### config.mk
export PLATFORM = sky130hd
export DESIGN_NAME = sysid_read_arbiter_flat
export DESIGN_NICKNAME = d
export VERILOG_FILES = /design/src/rtl/sysid_read_arbiter_pkg.sv /design/src/rtl/sysid_read_arbiter_if.sv /design/src/rtl/sysid_read_arbiter_rr_pick.sv /design/src/rtl/sysid_read_arbiter.sv /design/src/flat_wrapper.sv
export SDC_FILE = /design/constraint.sdc
export NUM_CORES = 1
export LEC_CHECK = 0
export CAP_MARGIN = 20
export CORE_ASPECT_RATIO = 1.25
export CORE_MARGIN = 2
export CORE_UTILIZATION = 42
export CTS_CLUSTER_DIAMETER = 40
export DETAILED_ROUTE_END_ITERATION = 6
export PLACE_DENSITY = 0.79
export SETUP_SLACK_MARGIN = 0.02
export SYNTH_ARGS = -nofsm -noshare
export SYNTH_HDL_FRONTEND = slang
export SYNTH_SLANG_ARGS = --single-unit
export TNS_END_PERCENT = 5
### constraint.sdc
create_clock -name clock -period 2.2 [get_ports clock]
set_input_delay 0.33 -clock clock [delete_from_list [all_inputs] [get_ports clock]]
set_output_delay 0.33 -clock clock [all_outputs]
set_load 0.01 [all_outputs]
### src/rtl/sysid_read_arbiter_pkg.sv
// sysid_arb_pkg: shared types and constants for the system-ID read arbiter.
//   state_e          - arbiter FSM states
//   DATA_W           - slave/requester read data width
//   STAT_W           - per-requester grant counter width (SYSID_ARB_STATS_EN)
//   MAX_READ_LATENCY - largest supported slave read latency
package sysid_arb_pkg;
    typedef enum logic [1:0] {IDLE, ISSUE, WAIT, RESP} state_e;

    localparam int DATA_W           = 32;
    localparam int STAT_W           = 16;
    localparam int MAX_READ_LATENCY = 7;
endpackage

### src/rtl/sysid_read_arbiter_if.sv
// sysid_read_arbiter_if: requester-side Avalon-MM read ports plus the shared
// slave read port, bundled for the arbiter.
//   slave  modport - arbiter view (accepts requester reads, drives the slave)
//   master modport - environment view (requesters and the slave itself)
//   m_read/m_address       requester read strobes, addresses (slice i = req i)
//   m_waitrequest          per-requester accept (low = accepted)
//   m_readdata/m_readdatavalid  shared return data, one-hot valid pulse
//   s_read/s_address/s_readdata slave read port
interface sysid_read_arbiter_if #(
    parameter int NUM_REQ = 3,
    parameter int ADDR_W  = 1
);
    import sysid_arb_pkg::*;

    logic [NUM_REQ-1:0]        m_read;
    logic [NUM_REQ*ADDR_W-1:0] m_address;
    logic [NUM_REQ-1:0]        m_waitrequest;
    logic [DATA_W-1:0]         m_readdata;
    logic [NUM_REQ-1:0]        m_readdatavalid;
    logic                      s_read;
    logic [ADDR_W-1:0]         s_address;
    logic [DATA_W-1:0]         s_readdata;

    modport slave (
        input  m_read, m_address, s_readdata,
        output m_waitrequest, m_readdata, m_readdatavalid, s_read, s_address
    );

    modport master (
        output m_read, m_address, s_readdata,
        input  m_waitrequest, m_readdata, m_readdatavalid, s_read, s_address
    );
endinterface

### src/rtl/sysid_read_arbiter_rr_pick.sv
// rr_pick: combinational round-robin priority selector.
//   req_i - request vector
//   ptr_i - index holding highest priority; priority then ascends with wrap
//   gnt_o - one-hot grant (zero when no request)
//   idx_o - encoded index of the granted request
module rr_pick #(
    parameter  int N     = 3,
    localparam int IDX_W = (N > 1) ? $clog2(N) : 1
) (
    input  logic [N-1:0]     req_i,
    input  logic [IDX_W-1:0] ptr_i,
    output logic [N-1:0]     gnt_o,
    output logic [IDX_W-1:0] idx_o
);
    // Walk from lowest priority to highest so the last hit is the winner.
    always_comb begin
        int j;
        j     = 0;
        gnt_o = '0;
        idx_o = '0;
        for (int k = N - 1; k >= 0; k--) begin
            j = (int'(ptr_i) + k) % N;
            if (req_i[j]) begin
                gnt_o    = '0;
                gnt_o[j] = 1'b1;
                idx_o    = IDX_W'(j);
            end
        end
    end
endmodule

### src/rtl/sysid_read_arbiter.sv
// sysid_read_arbiter: round-robin arbiter sharing one read-only Avalon-MM
// slave between NUM_REQ requesters, one outstanding read at a time.
//   clock, reset  - rising-edge clock, synchronous active-high reset
//   bus (slave)   - requester read ports and slave read port
//   stat_grants   - per-requester saturating grant counters (SYSID_ARB_STATS_EN)
//   stat_clear    - synchronous clear of all grant counters (SYSID_ARB_STATS_EN)
// Optional feature macro: SYSID_ARB_STATS_EN.
module sysid_read_arbiter
    import sysid_arb_pkg::*;
#(
    parameter int NUM_REQ      = 3,
    parameter int ADDR_W       = 1,
    parameter int READ_LATENCY = 0
) (
    input  logic                      clock,
    input  logic                      reset,
    sysid_read_arbiter_if.slave       bus
`ifdef SYSID_ARB_STATS_EN
    ,
    output logic [NUM_REQ*STAT_W-1:0] stat_grants,
    input  logic                      stat_clear
`endif
);
    localparam int IDX_W = (NUM_REQ > 1) ? $clog2(NUM_REQ) : 1;
    localparam int CNT_W = 3;

    if (READ_LATENCY > MAX_READ_LATENCY || READ_LATENCY < 0) begin : g_bad_lat
        $error("READ_LATENCY out of range");
    end

    state_e            state_q, state_d;
    logic [IDX_W-1:0]  win_q, win_d;
    logic [IDX_W-1:0]  ptr_q, ptr_d;
    logic [ADDR_W-1:0] addr_q, addr_d;
    logic [DATA_W-1:0] data_q, data_d;
    logic [CNT_W-1:0]  cnt_q, cnt_d;

    logic [NUM_REQ-1:0] pick_gnt;
    logic [IDX_W-1:0]   pick_idx;
    logic [ADDR_W-1:0]  pick_addr;

    rr_pick #(.N(NUM_REQ)) u_pick (
        .req_i (bus.m_read),
        .ptr_i (ptr_q),
        .gnt_o (pick_gnt),
        .idx_o (pick_idx)
    );

    // One-hot grant selects the winner's address slice.
    always_comb begin
        pick_addr = '0;
        for (int i = 0; i < NUM_REQ; i++)
            if (pick_gnt[i]) pick_addr = pick_addr | bus.m_address[i*ADDR_W +: ADDR_W];
    end

    always_ff @(posedge clock) begin
        if (reset) begin
            state_q <= IDLE;
            win_q   <= '0;
            ptr_q   <= '0;
            addr_q  <= '0;
            data_q  <= '0;
            cnt_q   <= '0;
        end else begin
            state_q <= state_d;
            win_q   <= win_d;
            ptr_q   <= ptr_d;
            addr_q  <= addr_d;
            data_q  <= data_d;
            cnt_q   <= cnt_d;
        end
    end

    always_comb begin
        state_d = state_q;
        win_d   = win_q;
        ptr_d   = ptr_q;
        addr_d  = addr_q;
        data_d  = data_q;
        cnt_d   = cnt_q;

        bus.m_waitrequest   = '1;
        bus.m_readdatavalid = '0;
        bus.m_readdata      = data_q;  // holds last returned value
        bus.s_read          = 1'b0;
        bus.s_address       = '0;

        case (state_q)
            IDLE: begin
                if (|bus.m_read) begin
                    win_d   = pick_idx;
                    addr_d  = pick_addr;
                    state_d = ISSUE;
                end
            end
            ISSUE: begin
                bus.s_read               = 1'b1;
                bus.s_address            = addr_q;
                bus.m_waitrequest[win_q] = 1'b0;
                if (READ_LATENCY == 0) begin
                    data_d  = bus.s_readdata;
                    state_d = RESP;
                end else begin
                    cnt_d   = CNT_W'(READ_LATENCY - 1);
                    state_d = WAIT;
                end
            end
            WAIT: begin
                if (cnt_q == '0) begin
                    data_d  = bus.s_readdata;
                    state_d = RESP;
                end else begin
                    cnt_d = cnt_q - 1'b1;
                end
            end
            RESP: begin
                bus.m_readdatavalid[win_q] = 1'b1;
                ptr_d   = (win_q == IDX_W'(NUM_REQ - 1)) ? '0 : win_q + 1'b1;
                state_d = IDLE;
            end
            default: state_d = IDLE;
        endcase
    end

`ifdef SYSID_ARB_STATS_EN
    logic [NUM_REQ-1:0][STAT_W-1:0] grants_q;

    // Clear has priority over the RESP-cycle increment.
    always_ff @(posedge clock) begin
        if (reset || stat_clear)
            grants_q <= '0;
        else if (state_q == RESP && grants_q[win_q] != '1)
            grants_q[win_q] <= grants_q[win_q] + 1'b1;
    end

    assign stat_grants = grants_q;
`endif
endmodule

### src/flat_wrapper.sv
// flat-port wrapper written by rule: the top's interface ports become plain ports
module sysid_read_arbiter_flat import sysid_arb_pkg::*;
#(
    parameter int NUM_REQ      = 3,
    parameter int ADDR_W       = 1,
    parameter int READ_LATENCY = 0
)
  (clock, reset, bus_m_read, bus_m_address, bus_s_readdata, bus_m_waitrequest, bus_m_readdata, bus_m_readdatavalid, bus_s_read, bus_s_address);
  sysid_read_arbiter_if #(.NUM_REQ(NUM_REQ), .ADDR_W(ADDR_W)) bus_i ();
  input  logic clock;
  input  logic reset;
  input wire logic [$bits(bus_i.m_read)-1:0] bus_m_read;
  input wire logic [$bits(bus_i.m_address)-1:0] bus_m_address;
  input wire logic [$bits(bus_i.s_readdata)-1:0] bus_s_readdata;
  output wire logic [$bits(bus_i.m_waitrequest)-1:0] bus_m_waitrequest;
  output wire logic [$bits(bus_i.m_readdata)-1:0] bus_m_readdata;
  output wire logic [$bits(bus_i.m_readdatavalid)-1:0] bus_m_readdatavalid;
  output wire logic [$bits(bus_i.s_read)-1:0] bus_s_read;
  output wire logic [$bits(bus_i.s_address)-1:0] bus_s_address;
  assign bus_i.m_read = bus_m_read;
  assign bus_i.m_address = bus_m_address;
  assign bus_i.s_readdata = bus_s_readdata;
  assign bus_m_waitrequest = bus_i.m_waitrequest;
  assign bus_m_readdata = bus_i.m_readdata;
  assign bus_m_readdatavalid = bus_i.m_readdatavalid;
  assign bus_s_read = bus_i.s_read;
  assign bus_s_address = bus_i.s_address;
  sysid_read_arbiter #(.NUM_REQ(NUM_REQ), .ADDR_W(ADDR_W), .READ_LATENCY(READ_LATENCY)) u_core (.clock(clock), .reset(reset), .bus(bus_i));
endmodule
Word-level counts from Yosys, hierarchy flattened. Index checks and enable logic that the tools add are counted.

Output and inout bits: 40. Bits in registers: 42. Logic and storage cells: 79.

Multiplexer cells: 36. Equal/unequal tests: 6. Reduce and logical (&&, ||, !) cells: 12. Order comparisons: 8. Bitwise logic cells: 4. Div/mod/pow operators: 3. Add/sub/neg operators: 4.

Operator list (count): 32-bit by 1-bit >= comparator with 1-bit output, second input constant (3); 32-bit by 4-bit < comparator with 1-bit output, second input constant (3); 32-bit by 3-bit modulo with 32-bit output, second input constant (2); 32-bit case mux with 2 select lines (1); 3-bit by 3-bit modulo with 32-bit output, second input constant (1); 32-bit 2-to-1 mux (1); 1-bit 2-to-1 mux (15); 3-bit 2-to-1 mux (5); 2-bit 2-to-1 mux (6); 1-bit demux with 2-bit select (4); 2-bit case mux with 4 select lines (1); 2-bit AND reduction (4); 1-bit binary-select mux with 2-bit select (3); 2-bit == test, second input constant (3); 1-bit logical AND (4); 2-bit by 1-bit inequality test with 1-bit output, second input constant (2); 2-bit by 1-bit adder with 3-bit output, second input constant (1); 2-bit by 2-bit adder with 3-bit output, second input constant (1); 3-bit logical NOT (1); 2-bit by 3-bit < comparator with 1-bit output, second input constant (1); 3-bit NOT (1); 3-bit OR reduction (1); 3-bit by 1-bit subtractor with 3-bit output, second input constant (1); 2-bit by 1-bit adder with 2-bit output, second input constant (1); other kinds (6) (7).

Depth between registers and ports, before layout. Gate-level depths: netlist of the first run.

Word-level depth: 14. Mapped depth: 8. Gate-level depth less buffers: 8.

Hierarchy. A second synthesis of the first run with hierarchy kept.

Cells, all modules: 239. Area, all modules: 1955.6 µm².

Modules (own cells, without submodules): sysid_read_arbiter (area an instance 1667.8 µm², instances 1, cells an instance 197); rr_pick (area an instance 287.8 µm², instances 1, cells an instance 42).

Worst setup path after synthesis of the first run. No wires, ideal clock.

Path kind: reg-to-reg. Start: reg u_core.ptr_q[1]. End: reg u_core.addr_q. Library setup time: 0.088 ns. Period minus slack after synthesis: 1.760 ns. Data arrival time: 1.671 ns. Path buffers: 0. Cell stages (with the launch flop): 8. Slack: 0.440 ns. Cell sequence: dfxtp_1 > inv_1 > ha_1 > and2b_1 > or4b_1 > a21oi_1 > o221ai_1 > a311oi_2.

Word-level cells in the longest chain between the ends: 14. Elaborated cells on any way between the ends: 37. Classes of those cells: add/sub (2); div (3); order compare (6); mux (21); bitwise (2); reduce/logical (3).

RTL lines: start, declared (RTL line sysid_read_arbiter.sv:33) `logic [IDX_W-1:0] ptr_q, ptr_d;`; start signal, assigned (RTL line sysid_read_arbiter.sv:67) `ptr_q <= ptr_d;`; 2-bit by 2-bit adder with 3-bit output (RTL line sysid_read_arbiter_rr_pick.sv:22) `j = (int'(ptr_i) + k) % N;`; 32-bit by 3-bit modulo with 32-bit output (RTL line sysid_read_arbiter_rr_pick.sv:22); 32-bit by 1-bit >= comparator with 1-bit output (not written as such) / 32-bit by 4-bit < comparator with 1-bit output (equally long branches) (RTL line sysid_read_arbiter_rr_pick.sv:25) `gnt_o[j] = 1'b1;`; 1-bit logical AND (not written as such) (RTL line sysid_read_arbiter_rr_pick.sv:25); 1-bit 2-to-1 mux (not written as such) (RTL line sysid_read_arbiter_rr_pick.sv:25); 1-bit demux with 2-bit select (RTL line sysid_read_arbiter_rr_pick.sv:25); 3-bit 2-to-1 mux (2 in a row) (RTL line sysid_read_arbiter_rr_pick.sv:23) `if (req_i[j]) begin`; 3-bit 2-to-1 mux (*) (RTL line sysid_read_arbiter_rr_pick.sv:23); 1-bit 2-to-1 mux (RTL line sysid_read_arbiter.sv:53) `if (pick_gnt[i]) pick_addr = pick_addr | bus.m_address[i*ADDR_W +: ADDR_W];`; 1-bit bitwise OR (RTL line sysid_read_arbiter.sv:53); 1-bit 2-to-1 mux (RTL line sysid_read_arbiter.sv:53); 1-bit bitwise OR (RTL line sysid_read_arbiter.sv:53); 1-bit 2-to-1 mux (*) (RTL line sysid_read_arbiter.sv:53); end signal, assigned (RTL line sysid_read_arbiter.sv:68) `addr_q <= addr_d;`; end, declared (RTL line sysid_read_arbiter.sv:34) `logic [ADDR_W-1:0] addr_q, addr_d;`.

Every way passes the cells marked *; elsewhere a longest branch is shown, timed or not. The select of a mux whose other input is x is not followed. A chain may end at the register's enable or synchronous reset.

Worst setup path in the final report of the first run.
Start: reg u_core.state_q[1]. End: out bus_s_address.

Word-level cells in the longest chain between the ends: 2.

RTL lines: start, declared (RTL line sysid_read_arbiter.sv:31) `state_e state_q, state_d;`; start signal, assigned (RTL line sysid_read_arbiter.sv:65) `state_q <= state_d;`; 2-bit by 1-bit == test with 1-bit output (RTL line sysid_read_arbiter.sv:88) `case (state_q)`; 1-bit 2-to-1 mux (RTL line sysid_read_arbiter.sv:88); end, declared (RTL line flat_wrapper.sv:19) `output wire logic [$bits(bus_i.s_address)-1:0] bus_s_address;`.

Every way passes these cells.

==> summary.md, run 1 <==
| Metric | Value |
|---|---|
| IO Count | 80 |
| DIE WIDTH | ~64 um |
| Setup-failing EPs final | 0 |
| Number of diodes | 0 |
| Synth Area in Simple Gates | 0.2286 |
| Fin Clk Skew | around 0.0074 ns |
| Initial Util | 0.4350 |
| Die Y | roughly 80 um |
| FFs w/ async S/R, synth | 0 |
| Pre-antenna DRT Iters | 4 |
| Largest family of logic cells by synthesized area | simple AND/OR/NAND/NOR gates |
| YS warnings | 0 |
| Cell chain of the critical path | inv_1, ha_1, buf_4, and2_1, clkdlybuf4s50_1 |
| Req. time, crit path | 1.87 ns |
| Final core occ | 0.6593 |
| Tcrit/Tclk final | 0.9414 |
| Synthesized net count | slightly below 300 |
| Hold Vio Cnt, Final | 0 |
| Area grow syn2layout | 51.54% |
| Mapped Avg Cell Area | 7.928 sq um |
| Worst vdd ir | 447.2 uV |
| Minimum clock period | ~2.1 ns |
| Area of the die | ~5100 sq um |
| Worst path max stage delay | 0.46 ns |
| Fillers | 399 |
| Clock latency on the worst-skew pair | 0.29 ns |
| Setup TNS | 0 ns |
| FMAX | approximately 0.48 GHz |
| Worst-Margin Slew | 0.4536 ns |
| Arrival @ worst endpoint | roughly 1.7 ns |
| Post-route ant nets | 0 |
| # DRC | 0 |
| Max-Cap Viols | 0 |
| Detailed-route via count | 1,887 |
| Top FF cell, synth | dfxtp_1 |
| CTS tree | done |
| Synth top cells by count | nand2_1, dfxtp_1, a21oi_1 |
| Buf/Inv on CP | 3 |
| RSZ-0062 raised after global routing | yes |
| Final instance area | 2895 sq um |
| Row count | 27 |
| Final net count | 372 |
| Flop-to-flop setup slack | 0.25 ns |
| Run status | finished, final reports clean |
| Initial DRC count | 171 |
| Slowest-stage cell, CP | clkdlybuf4s50_1 |
| # hold bufs at CTS | 0 |
| Type of the most critical hold path | flop to flop |
| Synth Area in Compound Gates | 0.1893 |
| Most numerous cell in the Yosys netlist | nand2_1 |
| Placed Instance Area | about 2800 sq um |
| Synth top area share | 0.4401 |
| CTS Sinks | 42 |
| Wire per inst | 12.37 um |
| Synth Area in XOR/XNOR | 0.004584 |
| Register area share after synthesis | 0.4401 |
| Mux contribution to synthesized area | 0.01637 |
| Clk pin slew, worst setup/hold paths | 0.08 ns |
| Post-CTS Setup Inserts | 0 |
| Synth top area cells | dfxtp_1, nand2_1, a21oi_1 |
| Total gr overflow | 0 |
| Largest net degree at the start of global routing | 43 |
| Worst-path fanout max | 6 |
| Global-route wire length before repair | 7.879 mm |
| GP Congestion | 0.8318 |
| Critical Path Sink Type | output pin |
| CTS max path bufs | 2 |
| Netlist Area Pre-Place | 1911 sq um |
| Worst slew margin | 0.6976 |
| CTS buffer count | 5 |
| Number of synthesized flops with an enable pin | 0 |
| CTS Root Cell | clkbuf_8 |
| Syn Inst Count | 241 |
| Layout cells sized above 1 | 0.07121 |
| Leakage | 1.093 nW |
| H-tree Lvls | 2 |
| Slew Viols, Final | 0 |
| Post-synthesis register bit count | 42 |
| Core Area | 4392 sq um |
| IO buf count | 79 |
| Path type of the worst setup path | flop to output pin |
| CP Launch Type | flop |
| Detailed Place HPWL | 3.384 mm |
| Netlist cell types | 39 |
| Pwr Density | 732.4 nW/um^2 |
| Routed Wire Length | 4.712 mm |
| Gr usage total | 0.1945 |
| CP top delay family | buffers and inverters |
| Antenna violations before repair | 0 |
| Synth area leader | dfxtp_1 |
| Vias in the first global route | 1,857 |
| Post-synthesis adder-cell area fraction | 0.06549 |
| Vias per Instance | 4.953 |
sequential cells by signal, summed over array words and instances (netlist names):
register / flops
u_core.bus.m_readdata: 32
u_core.cnt_q: 3
u_core.ptr_q: 2
u_core.state_q: 2
u_core.win_q: 2
u_core.addr_q: 1
power breakdown:
part | internal (W) | leakage [nW] | total (W) | switching, W
registers | 0.000845 | 0.345 | 0.000892 | 0.0000478
clock network | 0.000339 | 0.0514 | 0.000601 | 0.000262
logic | 0.000327 | 0.697 | 0.000627 | 0.000300
total | 0.00151 | 1.09 | 0.00212 | 0.000610
per-layer routing:
layer / up-vias / share of wire / track usage
met2: 69 / 0.50 / 0.3323
met1: 844 / 0.40 / 0.2211
li1: 965 / - / -
met4: 0 / 0.018 / 0.08511
met5: - / 0 / 0
met3: 9 / 0.081 / 0.06206
worst register-to-register path: stages, from the launching register on:
cell and delay [ns]:
dfxtp_1 0.36, inv_1 0.07, ha_1 0.29, mux2i_1 0.15, or4b_1 0.47, a21oi_1 0.17, o221ai_1 0.14, a311oi_2 0.24
layout make-up:
cell class	count	area, sq um	area share
Multi-Input combinational cell	175	977.2	0.3375
Timing Repair Buffer	88	857.1	0.2960
Sequential cell	42	840.8	0.2904
Clock buffer	6	72.57	0.02506
Tap cell	58	72.57	0.02506
Clock inverter	2	37.54	0.01296
Inverter	10	37.54	0.01296
kinds of logic (layout without fill, tap and decap cells):
kind of cell	after synthesis	after routing
AOI/OAI and AO/OA	61	61
muxes	3	3
xor gates and xnor gates	1	1
and+or+nand+nor	100	100
buffers and inverters	24	106
DFF	42	42
adders and majority gates	10	10
final timing paths:
| path | startpoint | end | depth (start not counted) |
|---|---|---|---|
| setup / recovery | u_core.state_q[1] | bus_s_address | 5 |
| hold / removal | u_core.bus.m_readdata[19] | u_core.bus.m_readdata[19] | 2 |
| hold reg to reg | u_core.bus.m_readdata[19] | u_core.bus.m_readdata[19] | 2 |
| setup reg to reg | u_core.ptr_q[0] | u_core.addr_q | 7 |
cells in the final DEF, fill, tap and decap left out, drive strengths merged, types with 2 or more instances in the layout:
cell type,instances
dfxtp,42
ha,10
nor2,14
o22ai,2
a21oi,41
clkbuf,6
o221ai,2
o21ai,4
nand2,66
and2,2
nand3b,2
nor3,3
nor2b,4
clkdlybuf4s50,78
a211oi,3
buf,9
nor3b,2
inv,10
mux2i,2
what timing repair did:
action,4_1_cts,5_1_grt
setup endpoints to repair,1,2
gates resized for setup,1,2
pin swaps,0,0
metrics by stage:
step | cells | hold slack, ns | total power (W) | setup WS [ns]
3_5_place_dp | 373 | 0.4424 | 0.001542 | 0.1111
4_1_cts | 381 | 0.4530 | 0.002146 | 0.03077
5_1_grt | 381 | 0.4716 | 0.002243 | 0.03437
2_1_floorplan | 241 | 0.4705 | 0.001224 | 0.4404
6_report | 381 | 0.4514 | 0.002120 | 0.1289
3_3_place_gp | 373 | 0.4368 | 0.001530 | 0.1337
Power figures use the tool's default switching activity.
==> run 2, diff against run 1 <==
--- a/config.mk
+++ b/config.mk
@@ -8,10 +8,11 @@
 export CAP_MARGIN = 20
 export CORE_ASPECT_RATIO = 1.25
 export CORE_MARGIN = 2
-export CORE_UTILIZATION = 42
+export CORE_UTILIZATION = 44
+export CTS_BUF_LIST = sky130_fd_sc_hd__clkbuf_4 sky130_fd_sc_hd__clkbuf_8
 export CTS_CLUSTER_DIAMETER = 40
 export DETAILED_ROUTE_END_ITERATION = 6
-export PLACE_DENSITY = 0.79
+export PLACE_DENSITY = 0.82
 export SETUP_SLACK_MARGIN = 0.02
 export SYNTH_ARGS = -nofsm -noshare
 export SYNTH_HDL_FRONTEND = slang
==> run 2 against run 1 <==
Via count shrank 0.11%; critical path type unchanged; sequential power grew 0.4%; highest routed layer unchanged; power shrank 4.6%; worst setup slack lost 0.016 ns; clock power shrank 18%; fmax shrank 0.75%; first-iteration DRC count shrank 2.9%; register-to-register slack lost 0.06 ns; flip-flop and latch count is the same; clock skew shrank 0.0011 ns; final cell count shrank 1.0%.
==> summary.md, run 2 (same netlist as run 1, synthesis figures left out) <==
| Metric | Value |
|---|---|
| Number of diodes | 0 (unchanged) |
| H-tree Lvls | 2 (unchanged) |
| Initial Util | 0.4624 (was 0.4350) |
| CTS buffer count | 5 (unchanged) |
| Slew Viols, Final | 0 (unchanged) |
| Global-route wire length before repair | 7.914 mm (was 7.879 mm) |
| Max-Cap Viols | 0 (unchanged) |
| Hold Vio Cnt, Final | 0 (unchanged) |
| Vias per Instance | 5.000 (was 4.953) |
| CTS tree | done (unchanged) |
| Vias in the first global route | 1,806 (was 1,857) |
| CTS Root Cell | clkbuf_8 (unchanged) |
| Number of flip-flops in the largest register | 32 (unchanged) |
| Critical path origin | u_core.state_q[1] (unchanged) |
| Post-route ant nets | 0 (unchanged) |
| Initial DRC count | 166 (was 171) |
| Wire per inst | 12.56 um (was 12.37 um) |
| Gr usage total | 0.2001 (was 0.1945) |
| Hold path startpoint | u_core.bus.m_readdata[18] (was u_core.bus.m_readdata[19]) |
| Pre-antenna DRT Iters | 4 (unchanged) |
| Detailed-route via count | 1,885 (was 1,887) |
| IO Count | 80 (unchanged) |
| Final net count | 370 (was 372) |
| Tcrit/Tclk final | 0.9485 (was 0.9414) |
| Commonest non-fill, non-tap cells in the layout | clkdlybuf4s50_1, nand2_1, dfxtp_1 (unchanged) |
| Critical Path Sink Type | output pin (unchanged) |
| Hold_ws | 0.4498 ns (was 0.4514 ns) |
| Placed Instance Area | 2771 sq um (was 2776 sq um) |
| GP Congestion | 0.9017 (was 0.8318) |
| Worst vdd ir | 471.8 uV (was 447.2 uV) |
| Arrival @ worst endpoint | 1.76 ns (was 1.74 ns) |
| Setup TNS | 0 ns (unchanged) |
| Worst-Margin Slew | 0.4648 ns (was 0.4536 ns) |
| Worst-path fanout max | 6 (unchanged) |
| Commonest non-fill, non-tap cell in the layout | clkdlybuf4s50_1 (unchanged) |
| DIE WIDTH | 62.94 um (was 64.33 um) |
| Fillers | 347 (was 399) |
| Pwr Density | 703.6 nW/um^2 (was 732.4 nW/um^2) |
| Run status | finished, final reports clean (unchanged) |
| CTS max path bufs | 2 (unchanged) |
| Type of the most critical hold path | flop to flop (unchanged) |
| Fin Clk Skew | 0.006366 ns (was 0.007445 ns) |
| Antenna violations before repair | 0 (unchanged) |
| CTS Sinks | 42 (unchanged) |
| Worst slew margin | 0.6901 (was 0.6976) |
| IO buf count | 79 (unchanged) |
| Layout cells sized above 1 | 0.06854 (was 0.07121) |
| Area grow syn2layout | 50.56% (was 51.54%) |
| Largest net degree at the start of global routing | 43 (unchanged) |
| Clock latency on the worst-skew pair | 0.29 ns (about the same) |
| FMAX | 0.4792 GHz (was 0.4828 GHz) |
| Detailed Place HPWL | 3.404 mm (was 3.384 mm) |
| Core Area | 4131 sq um (was 4392 sq um) |
| R2r worst-path depth | 6 (was 7) |
| Area of the die | 4889 sq um (was 5108 sq um) |
| CP Launch Type | flop (unchanged) |
| FF-to-FF Start | u_core.ptr_q[0] (unchanged) |
| Minimum clock period | 2.087 ns (was 2.071 ns) |
| Setup-failing EPs final | 0 (unchanged) |
| # DRC | 0 (unchanged) |
| Clk pin slew, worst setup/hold paths | 0.07 ns (was 0.08 ns) |
| Total gr overflow | 0 (unchanged) |
| Routed Wire Length | 4.735 mm (was 4.712 mm) |
| Tot Pwr | 0.002024 W (was 0.002120 W) |
| Leakage | 1.109 nW (was 1.093 nW) |
| Req. time, crit path | 1.87 ns (about the same) |
| Die Y | 77.68 um (was 79.41 um) |
| Hold path depth | 2 (unchanged) |
| Final instance area | 2877 sq um (was 2895 sq um) |
| Path type of the worst setup path | flop to output pin (unchanged) |
| RSZ-0062 raised after global routing | no (was yes) |
| Row count | 26 (was 27) |
run 2: worst paths after layout:
check	end	slack (ns)
max	bus_s_address	0.11
min	u_core.bus.m_readdata[18]	0.45
max reg2reg	u_core.addr_q	0.19
min reg2reg	u_core.bus.m_readdata[18]	0.45
run 2: stage by stage:
stage,util,cells,worst slack [ns]
detailed placement,0.6708,369,0.05767
floorplan,-,241,0.4404
finish,0.6962,377,0.1133
global route,0.6962,377,0.04833
CTS,0.6926,377,0.02486
global placement,0.6708,369,0.08525
run 2: critical path, cell delays in order, from the launching register on:
cell and delay [ns]:
dfxtp_1 0.40, inv_1 0.10, ha_1 0.19, buf_4 0.16, and2_1 0.15, clkdlybuf4s50_1 0.47
run 2: timing repair:
action / 4_1_cts / 5_1_grt
gates resized for setup: 0 / 4
hold buffers: 0 / 0
buffers inserted: 0 / 0
endpoints found under the setup margin: 0 / 4
run 2: power breakdown:
group | total [W] | switching [W] | internal, W
registers | 0.000896 | 0.0000508 | 0.000845
logic | 0.000637 | 0.000301 | 0.000336
clock network | 0.000491 | 0.000255 | 0.000236
total | 0.00202 | 0.000607 | 0.00142
run 2: final cells by class:
| type | instances | area (sq um) | share of cell area |
|---|---|---|---|
| multi-input combinational | 175 | 977.2 | 0.3397 |
| timing repair buffer | 86 | 860.8 | 0.2993 |
| sequential | 42 | 840.8 | 0.2923 |
| clock buffer | 6 | 76.32 | 0.02653 |
| tap | 56 | 70.07 | 0.02436 |
| inverter | 10 | 37.54 | 0.01305 |
| clock inverter | 2 | 13.76 | 0.004785 |
run 2: metal layers:
| layer | track usage | part of all wire | vias to the layer above |
|---|---|---|---|
| li1 | - | - | 961 |
| met1 | 0.2247 | 0.42 | 866 |
| met2 | 0.3543 | 0.51 | 54 |
| met3 | 0.06522 | 0.060 | 4 |
| met4 | 0.06444 | 0.011 | 0 |
| met5 | 0 | 0 | - |
==> run 3, diff against run 2 <==
--- a/config.mk
+++ b/config.mk
@@ -12,7 +12,7 @@
 export CTS_BUF_LIST = sky130_fd_sc_hd__clkbuf_4 sky130_fd_sc_hd__clkbuf_8
 export CTS_CLUSTER_DIAMETER = 40
 export DETAILED_ROUTE_END_ITERATION = 6
-export PLACE_DENSITY = 0.82
+export PLACE_DENSITY = 0.93
 export SETUP_SLACK_MARGIN = 0.02
 export SYNTH_ARGS = -nofsm -noshare
 export SYNTH_HDL_FRONTEND = slang
==> run 3 against run 2 <==
Count of clock-buffer cells in the layout is 1 lower; final area is 0.52% higher; combinational power is 3.6% lower; power is 10% higher; via count is 1.1% higher; fmax is 4.2% lower; clock power is 47% higher; global-route usage is 1.1 points higher; hold slack better by 0.0041 ns; register-to-register slack better by 0.09 ns; worst setup slack worse by 0.092 ns; largest power group unchanged.
==> summary.md, run 3 (same netlist as run 1, synthesis figures left out) <==
| Metric | Value |
|---|---|
| FF-to-FF Start | u_core.ptr_q[0] (unchanged) |
| R2r worst-path depth | 7 (was 6) |
| IO Count | 80 (unchanged) |
| Type of the most critical hold path | flop to flop (unchanged) |
| Clock latency on the worst-skew pair | 0.29 ns (about the same) |
| Vias in the first global route | 1,877 (was 1,806) |
| Core Area | 4131 sq um (unchanged) |
| Layout cells sized above 1 | 0.06250 (was 0.06854) |
| Placed Instance Area | 2751 sq um (was 2771 sq um) |
| Flop-to-flop setup slack | 0.28 ns (was 0.19 ns) |
| Vias per Instance | 5.066 (was 5.000) |
| Area grow syn2layout | 51.34% (was 50.56%) |
| Critical Path Sink Type | output pin (unchanged) |
| Global-route wire length before repair | 8.418 mm (was 7.914 mm) |
| CTS max path bufs | 2 (unchanged) |
| Minimum clock period | 2.179 ns (was 2.087 ns) |
| Hold Vio Cnt, Final | 0 (unchanged) |
| Placed insts | 368 (was 369) |
| Largest net degree at the start of global routing | 43 (unchanged) |
| IO buf count | 79 (unchanged) |
| CTS tree | done (unchanged) |
| Total gr overflow | 0 (unchanged) |
| Path type of the worst setup path | flop to output pin (unchanged) |
| CTS Root Cell | clkbuf_8 (unchanged) |
| FF-to-FF End | u_core.addr_q (unchanged) |
| Area of the die | 4889 sq um (unchanged) |
| Worst-path fanout max | 5 (was 6) |
| FMAX | 0.4589 GHz (was 0.4792 GHz) |
| Arrival @ worst endpoint | 1.85 ns (was 1.76 ns) |
| CP Launch Type | flop (unchanged) |
| # hold bufs at CTS | 0 (unchanged) |
| Worst vdd ir | 589.9 uV (was 471.8 uV) |
| Initial Util | 0.4624 (unchanged) |
| Critical path origin | u_core.state_q[0] (was u_core.state_q[1]) |
| Initial DRC count | 140 (was 166) |
| # DRC | 0 (unchanged) |
| CTS buffer count | 5 (unchanged) |
| Commonest non-fill, non-tap cell in the layout | clkdlybuf4s50_1 (unchanged) |
| Post-Layout Cell Count | 376 (was 377) |
| Worst slew margin | 0.5961 (was 0.6901) |
| Pre-CTS WS | 0.02618 ns (was 0.05767 ns) |
| Die Y | 77.68 um (unchanged) |
| Setup ws final | 0.02091 ns (was 0.1133 ns) |
| Tot Pwr | 0.002231 W (was 0.002024 W) |
| Max-Cap Viols | 0 (unchanged) |
| Post-route ant nets | 0 (unchanged) |
| Worst-Margin Slew | 0.6059 ns (was 0.4648 ns) |
| Antenna violations before repair | 0 (unchanged) |
| Fin Clk Skew | 0.008708 ns (was 0.006366 ns) |
| Commonest non-fill, non-tap cells in the layout | clkdlybuf4s50_1, nand2_1, a21oi_1, dfxtp_1, nor2_1 (was clkdlybuf4s50_1, nand2_1, dfxtp_1) |
| GP Congestion | 0.8580 (was 0.9017) |
| Gr usage total | 0.2107 (was 0.2001) |
| DIE WIDTH | 62.94 um (unchanged) |
| Final instance area | 2892 sq um (was 2877 sq um) |
| Row count | 26 (unchanged) |
| H-tree Lvls | 2 (unchanged) |
| Req. time, crit path | 1.87 ns (about the same) |
| Detailed-route via count | 1,905 (was 1,885) |
| Number of diodes | 0 (unchanged) |
| Post-CTS Setup Inserts | 0 (unchanged) |
| Run status | finished, final reports clean (unchanged) |
| Leakage | 1.112 nW (was 1.109 nW) |
| Hold path depth | 2 (unchanged) |
| Slew Viols, Final | 0 (unchanged) |
| Pwr Density | 771.6 nW/um^2 (was 703.6 nW/um^2) |
| Setup-failing EPs final | 0 (unchanged) |
| Detailed Place HPWL | 3.530 mm (was 3.404 mm) |
| Number of flip-flops in the largest register | 32 (unchanged) |
| CTS Sinks | 42 (unchanged) |
| Hold_ws | 0.4540 ns (was 0.4498 ns) |
| Final net count | 369 (was 370) |
| Clk pin slew, worst setup/hold paths | 0.08 ns (was 0.07 ns) |
| Tcrit/Tclk final | 0.9905 (was 0.9485) |
| Worst setup endpoint | bus_m_readdatavalid[1] (was bus_s_address) |
| RSZ-0062 raised after global routing | yes (was no) |
| Routed Wire Length | 4.964 mm (was 4.735 mm) |
| Wire per inst | 13.20 um (was 12.56 um) |
| Pre-antenna DRT Iters | 4 (unchanged) |
-- run 3: timing repair --
action / CTS / global route
setup endpoints to repair: 2 / 5
endpoints found under the hold margin: 0 / 0
gates resized for setup: 1 / 2
-- run 3: routing by layer --
layer | vias up | part of all wire | routed length, um | GRT usage
li1 | 958 | - | - | -
met1 | 875 | 0.39 | 1920 | 0.2240
met2 | 60 | 0.54 | 2658 | 0.3936
met3 | 12 | 0.050 | 247 | 0.04348
met4 | 0 | 0.028 | 137 | 0.09333
met5 | - | 0 | 0 | 0
-- run 3: final cells by class --
class,count,area (sq um)
Inverter,10,37.54
Clock buffer,5,68.82
Fill cell,333,1240
Sequential cell,42,842.1
Multi-Input combinational cell,175,967.2
Timing Repair Buffer,85,837.1
Tap cell,56,70.07
Clock inverter,3,68.82
-- run 3: through the flow --
step | util | setup TNS, ns
2_1_floorplan | - | 0
3_3_place_gp | 0.6660 | 0
3_5_place_dp | 0.6660 | 0
4_1_cts | 0.6990 | 0
5_1_grt | 0.6999 | -0.1530
6_report | 0.6999 | 0
-- run 3: worst max-delay path, cell delays in order, from the launching register on --
cell and delay, ns:
dfxtp_1 0.41, ha_1 0.17, inv_1 0.08, nor3b_1 0.29, clkdlybuf4s50_1 0.62
-- run 3: power breakdown --
part           internal (W)  switching (W)
Sequential         0.000845      0.0000504
Combinational      0.000314       0.000300
Clock              0.000455       0.000267
Total               0.00161       0.000617
-- run 3: worst min path at each step --
stage | from | endpoint | slack (ns)
after floorplan | bus_s_readdata[0] | u_core.bus.m_readdata[0] | 0.47
after global placement | u_core.bus.m_readdata[27] | u_core.bus.m_readdata[27] | 0.44
after detailed placement | u_core.bus.m_readdata[3] | u_core.bus.m_readdata[3] | 0.44
after CTS | u_core.bus.m_readdata[3] | u_core.bus.m_readdata[3] | 0.45
after global routing | u_core.bus.m_readdata[20] | u_core.bus.m_readdata[20] | 0.47
final | u_core.bus.m_readdata[20] | u_core.bus.m_readdata[20] | 0.45
